**src/rtl/instr_fetch_if.sv**
```systemverilog
// Fetch-stage bundle: instruction-memory port, redirect request and decode-side handshake.
interface instr_fetch_if;
  logic [31:0] imem_addr;
  logic [31:0] imem_instr;
  logic        redirect_valid;
  logic [31:0] redirect_pc;
  logic        if_ready;
  logic        if_valid;
  logic [31:0] if_pc;
  logic [31:0] if_instr;
  logic        if_fault;

  modport master (
    output imem_addr,
    input  imem_instr,
    input  redirect_valid,
    input  redirect_pc,
    input  if_ready,
    output if_valid,
    output if_pc,
    output if_instr,
    output if_fault
  );

  modport slave (
    input  imem_addr,
    output imem_instr,
    output redirect_valid,
    output redirect_pc,
    output if_ready,
    input  if_valid,
    input  if_pc,
    input  if_instr,
    input  if_fault
  );
endinterface

```
**src/rtl/instr_fetch.sv**
```systemverilog
// Instruction fetch stage: PC register, one-entry output buffer with ready/valid, redirects.
// Optional fetch address range check is enabled by defining FETCH_BOUND_CHECK_EN.
module instr_fetch #(
  parameter logic [31:0] RESET_PC   = 32'h0000_0000,
  parameter int unsigned IMEM_DEPTH = 256
) (
  input logic           clk,
  input logic           rst_n,
  instr_fetch_if.master bus
);

  localparam logic [31:0] Nop            = 32'h0000_0013;
  localparam logic [31:0] ResetPcAligned = {RESET_PC[31:2], 2'b00};

  typedef enum logic [1:0] {StBoot, StRun, StHalt} state_e;

  state_e      state_q, state_d;
  logic [31:0] pc_q, pc_d;
  logic [31:0] if_pc_q, if_pc_d;
  logic [31:0] if_instr_q, if_instr_d;
  logic        valid_q, valid_d;
  logic        fault_q, fault_d;
  logic [31:0] word_idx;
  logic [31:0] redirect_aligned;
  logic        out_of_range;

  assign word_idx         = {2'b00, pc_q[31:2]};
  assign redirect_aligned = {bus.redirect_pc[31:2], 2'b00};

`ifdef FETCH_BOUND_CHECK_EN
  assign out_of_range = (word_idx >= IMEM_DEPTH);
`else
  assign out_of_range = 1'b0;
`endif

  always_comb begin
    state_d    = state_q;
    pc_d       = pc_q;
    if_pc_d    = if_pc_q;
    if_instr_d = if_instr_q;
    valid_d    = valid_q;
    fault_d    = fault_q;

    if (bus.redirect_valid && (state_q != StBoot)) begin
      // Redirect beats both fetch and stall; the buffered output is dropped.
      pc_d    = redirect_aligned;
      valid_d = 1'b0;
      fault_d = 1'b0;
      state_d = StRun;
    end else begin
      unique case (state_q)
        StBoot: begin
          state_d = StRun;
          if (bus.redirect_valid) begin
            pc_d = redirect_aligned;
          end
        end
        StRun: begin
          if (!valid_q || bus.if_ready) begin
            if_pc_d = pc_q;
            valid_d = 1'b1;
            if (out_of_range) begin
              if_instr_d = Nop;
              fault_d    = 1'b1;
              state_d    = StHalt;
            end else begin
              if_instr_d = bus.imem_instr;
              fault_d    = 1'b0;
              pc_d       = pc_q + 32'd4;
            end
          end
        end
        StHalt: begin
          if (bus.if_ready) begin
            valid_d = 1'b0;
          end
        end
        default: state_d = StBoot;
      endcase
    end
  end

  always_ff @(posedge clk or negedge rst_n) begin
    if (!rst_n) begin
      state_q    <= StBoot;
      pc_q       <= ResetPcAligned;
      if_pc_q    <= 32'h0000_0000;
      if_instr_q <= Nop;
      valid_q    <= 1'b0;
      fault_q    <= 1'b0;
    end else begin
      state_q    <= state_d;
      pc_q       <= pc_d;
      if_pc_q    <= if_pc_d;
      if_instr_q <= if_instr_d;
      valid_q    <= valid_d;
      fault_q    <= fault_d;
    end
  end

  assign bus.imem_addr = word_idx;
  assign bus.if_valid  = valid_q;
  assign bus.if_pc     = if_pc_q;
  assign bus.if_instr  = if_instr_q;
  assign bus.if_fault  = fault_q;

endmodule
```
**src/flat_wrapper.sv**
```systemverilog
// flat-port wrapper written by rule: the top's interface ports become plain ports
module instr_fetch_flat 
#(
  parameter logic [31:0] RESET_PC   = 32'h0000_0000,
  parameter int unsigned IMEM_DEPTH = 256
)
  (clk, rst_n, bus_imem_addr, bus_imem_instr, bus_redirect_valid, bus_redirect_pc, bus_if_ready, bus_if_valid, bus_if_pc, bus_if_instr, bus_if_fault);
  instr_fetch_if bus_i ();
  input logic clk;
  input logic rst_n;
  output wire logic [$bits(bus_i.imem_addr)-1:0] bus_imem_addr;
  input wire logic [$bits(bus_i.imem_instr)-1:0] bus_imem_instr;
  input wire logic [$bits(bus_i.redirect_valid)-1:0] bus_redirect_valid;
  input wire logic [$bits(bus_i.redirect_pc)-1:0] bus_redirect_pc;
  input wire logic [$bits(bus_i.if_ready)-1:0] bus_if_ready;
  output wire logic [$bits(bus_i.if_valid)-1:0] bus_if_valid;
  output wire logic [$bits(bus_i.if_pc)-1:0] bus_if_pc;
  output wire logic [$bits(bus_i.if_instr)-1:0] bus_if_instr;
  output wire logic [$bits(bus_i.if_fault)-1:0] bus_if_fault;
  assign bus_imem_addr = bus_i.imem_addr;
  assign bus_i.imem_instr = bus_imem_instr;
  assign bus_i.redirect_valid = bus_redirect_valid;
  assign bus_i.redirect_pc = bus_redirect_pc;
  assign bus_i.if_ready = bus_if_ready;
  assign bus_if_valid = bus_i.if_valid;
  assign bus_if_pc = bus_i.if_pc;
  assign bus_if_instr = bus_i.if_instr;
  assign bus_if_fault = bus_i.if_fault;
  instr_fetch #(.RESET_PC(RESET_PC), .IMEM_DEPTH(IMEM_DEPTH)) u_core (.clk(clk), .rst_n(rst_n), .bus(bus_i));
endmodule
```
**config.mk**
```make
export PLATFORM = sky130hd
export DESIGN_NAME = instr_fetch_flat
export DESIGN_NICKNAME = d
export VERILOG_FILES = /design/src/rtl/instr_fetch_if.sv /design/src/rtl/instr_fetch.sv /design/src/flat_wrapper.sv
export SDC_FILE = /design/constraint.sdc
export NUM_CORES = 1
export LEC_CHECK = 0
export CORE_ASPECT_RATIO = 0.5
export CORE_MARGIN = 2
export CORE_UTILIZATION = 48
export DETAILED_ROUTE_END_ITERATION = 10
export HOLD_SLACK_MARGIN = 0.12
export PLACE_DENSITY_LB_ADDON = 0.08
export SYNTH_ARGS = -nofsm -noshare
export SYNTH_HDL_FRONTEND = slang
export SYNTH_SLANG_ARGS = --single-unit
```
**constraint.sdc**
```tcl
create_clock -name clk -period 3 [get_ports clk]
set_input_delay 0.45 -clock clk [delete_from_list [all_inputs] [get_ports clk]]
set_output_delay 0.45 -clock clk [all_outputs]
set_load 0.005 [all_outputs]
```
==> results of run 1 <==
## cells by family (layout without fill, tap and decap cells)
logic type / after synthesis / in the layout / synth area share, %
DFF: 94 / 94 / 54.4
and+or+nand+nor: 297 / 297 / 30.1
other: 2 / 6 / 0.173
xor gates and xnor gates: 2 / 2 / 0.404
buffers and inverters: 37 / 189 / 4.53
AOI/OAI and AO/OA: 60 / 60 / 9.88
adders and majority gates: 1 / 1 / 0.289
muxes: 1 / 1 / 0.231
## how the worst min path moves through the flow
| stage | end | from | slack, ns |
|---|---|---|---|
| global placement | u_core.bus.if_instr[0] | u_core.bus.if_instr[0] | 0.45 |
| finish | u_core.state_q[0] | rst_n | 0.11 |
| floorplan | u_core.bus.if_instr[10] | rst_n | 0.15 |
| CTS | u_core.state_q[0] | rst_n | 0.13 |
| detailed placement | u_core.bus.if_instr[0] | u_core.bus.if_instr[0] | 0.45 |
| global route | u_core.state_q[0] | rst_n | 0.16 |
## layout make-up
cell class              count  area (um^2)  share of cell area [%]
flip-flops and latches     94         2360                    37.4
multi-input cells         367         1800                    28.6
repair buffers            168         1680                    26.7
clock buffers              13          270                    4.29
well taps                 117          146                    2.32
clock inverters             3         26.3                   0.417
inverters                   5         18.8                   0.298
## Yosys cell counts, types with 2 or more instances
library cell / count
inv_1: 4
nand3_1: 11
o22a_1: 2
o311ai_0: 4
nand4b_1: 2
and4_1: 2
or3_1: 5
nor4_1: 8
nor2b_1: 6
a31oi_1: 9
nand4_1: 8
o22ai_1: 3
o211ai_1: 4
a21oi_1: 8
clkbuf_1: 21
conb_1: 2
nor3_1: 5
o31ai_1: 3
and3_1: 4
o32ai_1: 4
nand2_1: 210
nor2_1: 20
dfrtp_1: 91
o41ai_1: 7
a41oi_1: 2
o21ai_0: 8
buf_4: 7
dfstp_2: 3
or4_1: 6
nand2b_1: 3
buf_6: 3
## flip-flops by register name, indices dropped and copies added (netlist names)
name	count
u_core.bus.if_instr	32
u_core.bus.if_pc	30
u_core.bus.if_valid	1
u_core.pc_q	30
u_core.state_q	1
## per-stage QoR
stage	hold WS [ns]	std cells	total power, mW	setup slack (ns)	instance area (um^2)
after floorplan	0.154	498	1.88	1.10	4350
after global placement	0.448	751	2.43	0.699	6000
after detailed placement	0.451	751	2.45	0.664	6000
after CTS	0.126	767	3.55	0.701	6300
after global routing	0.160	767	3.71	0.460	6300
final	0.113	767	3.52	0.608	6300
## routing by layer
metal / vias up / track usage (%) / routed length (um)
met2: 184 / 40.0 / 5510
met5: - / 0 / 0
li1: 1977 / - / -
met4: 0 / 5.22 / 78
met3: 12 / 5.96 / 960
met1: 1935 / 36.6 / 5550
## critical path, stage by stage, from the launching register on
cell and delay (ns):
dfrtp_1 0.53, nand4_2 0.23, nor4_1 0.76, nand3_1 0.37, o311ai_0 0.39
## power by group through the flow
| stage | sequential (mW) | combinational (mW) | clock [mW] |
|---|---|---|---|
| after detailed placement | 1.62 | 0.828 | 0 |
| after floorplan | 1.62 | 0.261 | 0 |
| after CTS | 1.60 | 0.833 | 1.12 |
| after global routing | 1.63 | 0.905 | 1.17 |
| final | 1.60 | 0.822 | 1.10 |
| after global placement | 1.61 | 0.815 | 0 |
==> out/results.tsv, run 1 <==
metric	value	unit
outcome	finished clean	
Worst Setup SP	u_core.pc_q[14]	
DIE AREA	9850	um^2
Setup crit end kind	flip-flop	
fraction of layout cells with a size suffix above 1	5.54	%
Rel. slew slack	42.0	%
commonest non-fill, non-tap cell in the layout	nand2_1	
die width	138	um
Seq pwr share	45.5	%
Post-Syn Area	4330	um^2
synthesized flop and latch total	94	
Logic pwr share	23.3	%
PwrDens	559	nW/um^2
1st-iter DRT viols	309	
Netlist cell types	50	
clock buffer depth	2	
DIE HEIGHT	71.2	um
Inserted Clock Buffers	9	
DRC violations left	0	
dpl hpwl	8550	um
worst reg2reg path depth	4	
global-route wire length before repair	20100	um
H-tree levels	3	
CTS resizes	0	
fin crit share	79.7	%
total track usage	25.4	%
Worst VDD drop	0.387	mV
Wirelength per Cell	15.8	um
main area contributors after synthesis	dfrtp_1, nand2_1, dfstp_2	
Area Overhead vs Synth	45.4	%
Synth async-reset ratio	100	%
total number of vias	4108	
IO Count	166	
worst hold path class	in2async	
Sw Pwr	0.943	mW
Via density	5.36	
largest net degree at the start of global routing	63	
cell taking the most area after synthesis	dfrtp_1	
CP startpoint kind	flip-flop	
Reg2Reg Setup Slack	0.61	ns
root buffer cell	clkbuf_16	
FILL cells	698	
Max Cap Violations	0	
max-slew violations	0	
cell count after synthesis	494	
Syn Area/Cell	8.77	um^2
YS warnings	0	
number of global-route vias before repair	3925	
dominant synthesized flop cell	dfrtp_1	
reg-to-reg startpoint	u_core.pc_q[14]	
antenna viol nets, final	0	
clk sink count	94	
share of the synthesized area in the top cell type	52.6	%
switching share of total power	26.8	%
final setup TNS	0	ns
Worst-Margin Slew	0.862	ns
CTS tree	built	
Initial Util	49.6	%
Hold Vio Cnt, Final	0	
setup bufs post-CTS	0	
P_int	2.58	mW
clock power share	31.2	%
Setup Skew	0.00599	ns
worst path required time	3.22	ns
initial antenna violation count	0	
routability cong.	0.854	
FMAX	418	MHz
CP Class	reg2reg	
1st-pass router iterations	7	
Post-Route WL	12100	um
register area share after synthesis	54.4	%
R2R Path End	u_core.pc_q[30]	
CP arrival	2.61	ns
Layout Utilization	72.1	%
Remaining Overflow, GRT	0	
clock slew at reported path FFs	0.06	ns
commonest cells after routing, fill and taps aside	nand2_1, clkdlybuf4s50_1, dfrtp_1	
PortBufs	158	
antenna cells	0	
nets@finish	714	
# rows	24	
minimum clock period	2.39	ns
Hold Buf Count CTS	0	
final setup violation count	0	
Post-synth EDFFs	0	
clk_lat worst skew	0.33	ns
Core Footprint	8740	um^2
Worst Setup EP	u_core.pc_q[30]	
crit path max fanout	9	
Lkg Pwr	2.80	nW
RSZ-0062 raised after global routing	false	
Power figures use the tool's default switching activity.
==> run 2: changes to the inputs <==
--- a/config.mk
+++ b/config.mk
@@ -7,7 +7,7 @@
 export LEC_CHECK = 0
 export CORE_ASPECT_RATIO = 0.5
 export CORE_MARGIN = 2
-export CORE_UTILIZATION = 48
+export CORE_UTILIZATION = 40
 export DETAILED_ROUTE_END_ITERATION = 10
 export HOLD_SLACK_MARGIN = 0.12
 export PLACE_DENSITY_LB_ADDON = 0.08
==> constraint.sdc (replaced) <==
create_clock -name clk -period 2 [get_ports clk]
set_input_delay 0.3 -clock clk [delete_from_list [all_inputs] [get_ports clk]]
set_output_delay 0.3 -clock clk [all_outputs]
set_load 0.005 [all_outputs]
==> out/results.tsv, run 2 (same netlist as run 1, synthesis figures left out) <==
metric	value	unit	change
gr busiest metal	met2		
Largest register FFs	32		unchanged
commonest cells after routing, fill and taps aside	nand2_1, clkdlybuf4s50_1, dfrtp_1		
Cells after DPL	817		+8.8%
R2R Path End	u_core.pc_q[31]		
largest net degree at the start of global routing	48		-24%
Remaining Overflow, GRT	0		unchanged
slowest stage delay, CP	0.61	ns	-0.15 ns
die width	151	um	+9.3%
clock buffer depth	2		unchanged
# rows	26		+8.3%
global-route wire length before repair	20700	um	+3.2%
fraction of layout cells with a size suffix above 1	11.5	%	+6.0 points
Worst VDD drop	0.440	mV	+14%
DIE HEIGHT	77.6	um	+9.0%
Via density	5.08		-5.2%
Reg2Reg Setup Slack	0.12	ns	-0.49 ns
non-filler cells, final	834		+8.7%
Initial Util	41.7	%	-7.8 points
DRC violations left	0		unchanged
FILL cells	907		+30%
Max Cap Violations	0		unchanged
total track usage	22.5	%	-2.9 points
met1 global-route usage	31.0	%	-5.6 points
1st-pass router iterations	4		-3
Post-Route WL	12900	um	+6.3%
clk sink count	94		unchanged
minimum clock period	1.88	ns	-0.511 ns
worst reg2reg path depth	4		unchanged
Inserted Clock Buffers	9		unchanged
antenna viol nets, final	0		unchanged
Reg area	2360	um^2	unchanged
commonest non-fill, non-tap cell in the layout	nand2_1		
Area Overhead vs Synth	55.9	%	
Lkg Pwr	3.05	nW	+9.1%
Setup crit end kind	flip-flop		
PortBufs	158		unchanged
FMAX	532	MHz	+27%
crit path max fanout	10		+1
IO Count	166		unchanged
CP Class	reg2reg		
Placed Area	6370	um^2	+6.1%
Hold Vio Cnt, Final	0		unchanged
antenna cells	0		unchanged
Core Footprint	10400	um^2	+19%
slowest stage cell, crit path	or4_4		
root buffer cell	clkbuf_16		
Worst-Margin Slew	0.585	ns	-0.277 ns
H-tree levels	3		unchanged
multi-input logic area	1810	um^2	+0.42%
fin crit share	94.0	%	+14 points
Setup Skew	0.00901	ns	+0.00302 ns
final setup TNS	0	ns	unchanged
worst hold path class	in2async		
CP startpoint kind	flip-flop		
outcome	finished clean		
dpl hpwl	9470	um	+11%
met2 global-route usage	35.1	%	-5.0 points
DIE AREA	11700	um^2	+19%
nets@finish	758		+6.2%
final setup violation count	0		unchanged
Wirelength per Cell	15.4	um	-2.3%
Layout Utilization	65.1	%	-7.0 points
routability cong.	0.827		-3.2%
met3 usage	6.59	%	+0.63 points
max-slew violations	0		unchanged
CTS tree	built		
PwrDens	865	nW/um^2	+55%
number of global-route vias before repair	4096		+4.4%
CP arrival	2.13	ns	-0.48 ns
worst path required time	2.25	ns	-0.97 ns
clk_lat worst skew	0.34	ns	about the same
1st-iter DRT viols	203		-34%
initial antenna violation count	0		unchanged
reg-to-reg startpoint	u_core.pc_q[17]		
Final Cell Area	6750	um^2	+7.2%
RSZ-0062 raised after global routing	true		
total power	5.84	mW	+66%
total number of vias	4234		+3.1%
clock slew at reported path FFs	0.07	ns	about the same
setup bufs post-CTS	0		unchanged
CP cell instances	nand4_2 > or4_4 > or4_1 > o211ai_1		
Rel. slew slack	60.9	%	+19 points
-- run 2: critical path, delay by kind of cell (launching register included) --
kind / cells / cell delay (ns)
compound gates: 1 / 0.10
flops: 1 / 0.38
simple gates: 3 / 1.32
-- run 2: repair_timing --
| item | CTS | global route |
|---|---|---|
| resized for setup | 0 | 3 |
| setup endpoints to repair | 0 | 5 |
| hold buffers | 1 | 0 |
| endpoints found under the hold margin | 22 | 0 |
-- run 2: layout make-up --
type,count,area share (%)
sequential,94,34.9
timing repair buffer,212,30.0
multi-input combinational,367,26.8
clock buffer,10,3.39
tap,140,2.59
clock inverter,6,2.07
inverter,5,0.278
-- run 2: how the worst max path moves through the flow --
| stage | from | endpoint |
|---|---|---|
| 2_1_floorplan | u_core.pc_q[14] | u_core.pc_q[31] |
| 3_3_place_gp | bus_if_ready | u_core.pc_q[20] |
| 3_5_place_dp | bus_if_ready | u_core.pc_q[20] |
| 4_1_cts | u_core.pc_q[2] | u_core.pc_q[28] |
| 5_1_grt | u_core.pc_q[17] | u_core.pc_q[30] |
| 6_report | u_core.pc_q[17] | u_core.pc_q[31] |
-- run 2: report_power, final --
part,internal (mW),switching [mW],total [mW],leakage [nW]
clock network,1.36,0.745,2.11,0.179
registers,2.18,0.174,2.35,1.13
logic,0.821,0.561,1.38,1.75
total,4.36,1.48,5.84,3.05
-- run 2: per-stage QoR --
stage,hold WS [ns],worst slack (ns)
after floorplan,0.00441,0.103
after global placement,0.227,0.00957
after detailed placement,0.232,0.00314
after CTS,0.404,0.0316
after global routing,0.450,-0.00291
final,0.393,0.119
-- run 2: routing by layer --
metal / up-vias / wire length, um
li1: 2070 / -
met1: 2010 / 6070
met2: 143 / 5680
met3: 11 / 956
met4: 0 / 143
met5: - / 0
